--- config.mk ---
export PLATFORM = sky130hd
export DESIGN_NAME = eeprom_ctrl
export DESIGN_NICKNAME = d
export VERILOG_FILES = /design/src/rtl/eeprom_ctrl.sv
export SDC_FILE = /design/constraint.sdc
export NUM_CORES = 1
export LEC_CHECK = 0
export BUFFER_PORTS_ARGS = -buffer_cell sky130_fd_sc_hd__buf_2
export CAP_MARGIN = 40
export CORE_MARGIN = 2
export CORE_UTILIZATION = 38
export CTS_BUF_LIST = sky130_fd_sc_hd__clkbuf_8
export CTS_CLUSTER_SIZE = 14
export DETAILED_ROUTE_END_ITERATION = 8
export GPL_TIMING_DRIVEN = 0
export SLEW_MARGIN = 20
export SYNTH_ARGS = -nofsm -noshare
export SYNTH_HDL_FRONTEND = slang
export SYNTH_SLANG_ARGS = --single-unit
export TNS_END_PERCENT = 20
--- constraint.sdc ---
create_clock -name clk -period 2.28 [get_ports clk]
set_input_delay 0.228 -clock clk [delete_from_list [all_inputs] [get_ports clk]]
set_output_delay 0.228 -clock clk [all_outputs]
set_load 0.05 [all_outputs]
--- src/rtl/eeprom_ctrl.sv ---
// Byte read/write controller for an AT28C64-style parallel EEPROM.
// Writes complete by DATA-polling I/O7, giving up after POLL_MAX polls.
module eeprom_ctrl #(
  parameter int unsigned RD_WAIT  = 2,
  parameter int unsigned WE_PULSE = 3,
  parameter int unsigned POLL_MAX = 4
) (
  input  logic        clk,
  input  logic        rst_n,
  input  logic        req_valid,
  output logic        req_ready,
  input  logic        req_we,
  input  logic [12:0] req_addr,
  input  logic [7:0]  req_wdata,
  output logic        rsp_valid,
  output logic [7:0]  rsp_rdata,
  output logic        rsp_err,
  output logic [12:0] rom_a,
  output logic        rom_ce_n,
  output logic        rom_oe_n,
  output logic        rom_we_n,
  output logic [7:0]  rom_io_out,
  output logic        rom_io_oe,
  input  logic [7:0]  rom_io_in
);

  localparam int unsigned CNT_MAX = (RD_WAIT > WE_PULSE) ? RD_WAIT : WE_PULSE;
  localparam int unsigned CW      = $clog2(CNT_MAX + 1);
  localparam int unsigned PW      = $clog2(POLL_MAX + 1);

  typedef enum logic [2:0] {
    S_IDLE,
    S_RD,
    S_WR_SETUP,
    S_WR_PULSE,
    S_WR_HOLD,
    S_POLL,
    S_POLL_GAP,
    S_RESP
  } state_t;

  state_t        state;
  logic [CW-1:0] cnt;
  logic [PW-1:0] poll_cnt;

  // Strobes are registered and forced inactive asynchronously on reset,
  // so an aborted write pulse ends immediately. rom_io_out[7] doubles as
  // the DATA-poll reference bit.
  always_ff @(posedge clk or negedge rst_n) begin
    if (!rst_n) begin
      state      <= S_IDLE;
      cnt        <= '0;
      poll_cnt   <= '0;
      req_ready  <= 1'b1;
      rsp_valid  <= 1'b0;
      rsp_rdata  <= '0;
      rsp_err    <= 1'b0;
      rom_a      <= '0;
      rom_ce_n   <= 1'b1;
      rom_oe_n   <= 1'b1;
      rom_we_n   <= 1'b1;
      rom_io_out <= '0;
      rom_io_oe  <= 1'b0;
    end else begin
      rsp_valid <= 1'b0;
      case (state)
        S_IDLE: begin
          if (req_valid && req_ready) begin
            rom_a      <= req_addr;
            rom_io_out <= req_wdata;
            cnt        <= '0;
            req_ready  <= 1'b0;
            rom_ce_n   <= 1'b0;
            if (req_we) begin
              rom_io_oe <= 1'b1;
              state     <= S_WR_SETUP;
            end else begin
              rom_oe_n <= 1'b0;
              state    <= S_RD;
            end
          end
        end
        S_RD: begin
          if (cnt == CW'(RD_WAIT - 1)) begin
            rsp_rdata <= rom_io_in;
            rsp_err   <= 1'b0;
            rsp_valid <= 1'b1;
            rom_ce_n  <= 1'b1;
            rom_oe_n  <= 1'b1;
            state     <= S_RESP;
          end else begin
            cnt <= cnt + CW'(1);
          end
        end
        S_WR_SETUP: begin
          rom_we_n <= 1'b0;
          cnt      <= '0;
          state    <= S_WR_PULSE;
        end
        S_WR_PULSE: begin
          if (cnt == CW'(WE_PULSE - 1)) begin
            rom_we_n <= 1'b1;
            state    <= S_WR_HOLD;
          end else begin
            cnt <= cnt + CW'(1);
          end
        end
        S_WR_HOLD: begin
          // Release the bus in the same edge that opens the read strobe.
          rom_io_oe <= 1'b0;
          rom_oe_n  <= 1'b0;
          cnt       <= '0;
          state     <= S_POLL;
        end
        S_POLL: begin
          if (cnt == CW'(RD_WAIT - 1)) begin
            rom_ce_n <= 1'b1;
            rom_oe_n <= 1'b1;
            if (rom_io_in[7] == rom_io_out[7]) begin
              rsp_err   <= 1'b0;
              rsp_valid <= 1'b1;
              state     <= S_RESP;
            end else if (poll_cnt == PW'(POLL_MAX - 1)) begin
              rsp_err   <= 1'b1;
              rsp_valid <= 1'b1;
              state     <= S_RESP;
            end else begin
              state <= S_POLL_GAP;
            end
          end else begin
            cnt <= cnt + CW'(1);
          end
        end
        S_POLL_GAP: begin
          poll_cnt <= poll_cnt + PW'(1);
          rom_ce_n <= 1'b0;
          rom_oe_n <= 1'b0;
          cnt      <= '0;
          state    <= S_POLL;
        end
        S_RESP: begin
          poll_cnt  <= '0;
          req_ready <= 1'b1;
          state     <= S_IDLE;
        end
        default: state <= S_IDLE;
      endcase
    end
  end

endmodule

==> reports/metrics.yaml <==
cells_and_area:
  final_layout_size_suffix_gt1_share_pct: 50.66
  areaGrowthSynthToFinish_pct: 28.88
  fillers: 472
  nets: 263
  antenna_cells: 0
  regArea_sq_mm: 0.001106
  multi_input_area_sq_um: 789.5
global_routing:
  antenna_found_initial: 0
  grt_pass1_wl_um: 6768
  grt_max_degree: 32
  grt.total_usage_pct: 14.58
  grt-ovfl-total: 0
  grt_pass1_vias: 1437
logic_synthesis:
  synth-edff-count: 0
  synth_flop_cell: "dfrtp_1"
  synth.largest_area_cell: "dfrtp_1"
  synthCells: 148
  synth_common_cells: "dfrtp_1 (40), mux2_4 (19), mux2_2 (10), nand2_1 (9), o21ai_0 (7)"
  syn_area_sq_mm: 0.001997
  synth_nets: 185
  avgSynthCellArea_sq_um: 13.49
  yosysWarnings: 0
  yosysUniqueCellTypes: 35
  netlist_top_cells_area: "dfrtp_1 (50%), mux2_4 (14%), mux2_2 (5.6%)"
  synthArstFlopShare_pct: 100.0
  synth_most_common_cell: "dfrtp_1"
  synth-seq-cells: 44
  seq_area_frac_synth_pct: 55.39
  synth_top_cell_area_share_pct: 50.13
cts:
  cts-resized-gates: 0
  cts_hold_buf: 1
  path_clk_slew_ps: 90
  cts_tree: "done"
  cts.sinks: 44
  numCtsBuffers: 5
  clock-root-buffer: "clkbuf_8"
  cts_setup_buffers: 0
  cts.path.max_buffers: 2
  clkLatencyLatePin_ps: 300
  h-tree-depth: 2
placement:
  gp_congestion: 0.8488
  port_buffers: 68
  dpl.hpwl_um: 2950
die:
  core_sq_mm: 0.005075
  die_area_sq_mm: 0.005851
  pin_count: 69
  die_h_um: 76.49
  start_util_pct: 39.35
  die_w_um: 76.49
  num_rows: 26
setup_path:
  cp_max_fo: 8
  crit_required_ps: 2470
  cp-end-kind: "flip-flop"
  critical_path_class: "flip-flop to flip-flop"
  worst_setup_path_start_kind: "flip-flop"
  worstPathArrival_ps: 2190
routing:
  vias_per_cell: 4.771
  dr.pass1.iters: 4
  route.detailed.drc: 0
  totalWireLength_um: 3968
  dr.first_iter.drc_count: 55
  wl_per_cell_um: 13.36
  num_vias: 1417
  wl_met2_um: 1886
  ant_nets: 0
  wl_met3_um: 228
  top_layer_used: "met4"
  wl_met1_um: 1783
sta:
  rsz0062_at_grt: "false"
  setup_viol: 0
  max_freq_ghz: 0.4994
  tns_ps: 0
  fin_crit_ps: 2002
  relSlewSlack_pct: 54.86
  post-route-period-util_pct: 87.83
  whs_ps: 152.3
  finClkSkew_ps: 8.153
  hold_viol: 0
  slew_viol_final: 0
  worst_pin_slew_ps: 674.6
flow_run:
  max-cap-violations: 0
hold_path:
  hold_path.class: "primary input to flip-flop"
outcome:
  status: "finished clean"
-- flip-flops by register name, indices dropped and copies added (netlist names), 2 cells and up --
signal      flops
rsp_rdata       8
cnt             2
state           3
rom_a          13
poll_cnt        3
rom_io_out      8
-- per-stage QoR --
stage / setup WS (ps) / instances / area [sq um] / util, %
2_1_floorplan: 507.0 / 148 / 1997 / -
3_3_place_gp: 246.7 / 286 / 2425 / 47.78
3_5_place_dp: 285.7 / 288 / 2449 / 48.25
4_1_cts: 272.2 / 297 / 2574 / 50.71
5_1_grt: 155.8 / 297 / 2574 / 50.71
6_report: 277.5 / 297 / 2574 / 50.71
-- worst max-delay path: stages, from the launching register on --
cell	delay, ps
dfrtp_1	420
inv_1	70
ha_1	230
nand3b_1	200
nor2_1	570
mux2_2	410
-- metal layers --
layer,vias to the layer above,track usage (%)
met5,-,0
met4,0,6.727
met3,7,4.147
met2,45,23.01
met1,678,18.57
li1,687,-
-- worst paths after layout --
kind	slack, ps	startpoint	to	depth (start not counted)
setup / recovery	280	cnt[1]$_DFFE_PN0P_	rsp_rdata[7]$_DFFE_PN0P_	5
max in group asynchronous	1380	rst_n	req_ready$_DFFE_PN1P_	3
hold reg to reg	480	rom_oe_n$_DFFE_PN1P_	rom_oe_n$_DFFE_PN1P_	2
hold / removal	150	req_addr[5]	rom_a[5]$_DFFE_PN0P_	2
min in group asynchronous	370	rst_n	state[1]$_DFFE_PN0P_	2
setup reg to reg	280	cnt[1]$_DFFE_PN0P_	rsp_rdata[7]$_DFFE_PN0P_	5
-- placed cells by master (no fill, tap or decap), drive strengths merged, types with 2 or more instances in the layout --
master / instances
a21oi: 5
a31oi: 2
a41oi: 2
buf: 75
clkbuf: 8
dfrtp: 40
dfstp: 4
ha: 4
inv: 7
mux2: 29
nand2: 9
nand3b: 2
nand4: 2
nor2: 4
nor3: 2
o211ai: 2
o21ai: 7
o31ai: 5
or3: 2
-- final cells by class --
cell class | instances | area share (%)
flip-flops and latches | 44 | 42.98
multi-input cells | 90 | 30.68
repair buffers | 71 | 14.54
well taps | 70 | 3.403
plain buffers | 8 | 3.063
clock buffers | 5 | 2.674
clock inverters | 3 | 1.799
inverters | 6 | 0.8751
-- kinds of logic (layout without fill, tap and decap cells) --
logic type / Yosys count / count (layout) / share of synthesized area [%]
buffers and inverters: 14 / 93 / 5.075
AO/OA/AOI/OAI: 28 / 28 / 9.273
multiplexers: 29 / 29 / 19.92
AND/OR/NAND/NOR: 28 / 28 / 7.393
adder cells (fa/ha/maj): 4 / 4 / 2.506
XOR/XNOR: 1 / 1 / 0.4387
flip-flops: 44 / 44 / 55.39
Power is left out: the tool's default activity adds up to more than one toggle a clock period on the data nets, which glitch-free logic cannot reach.
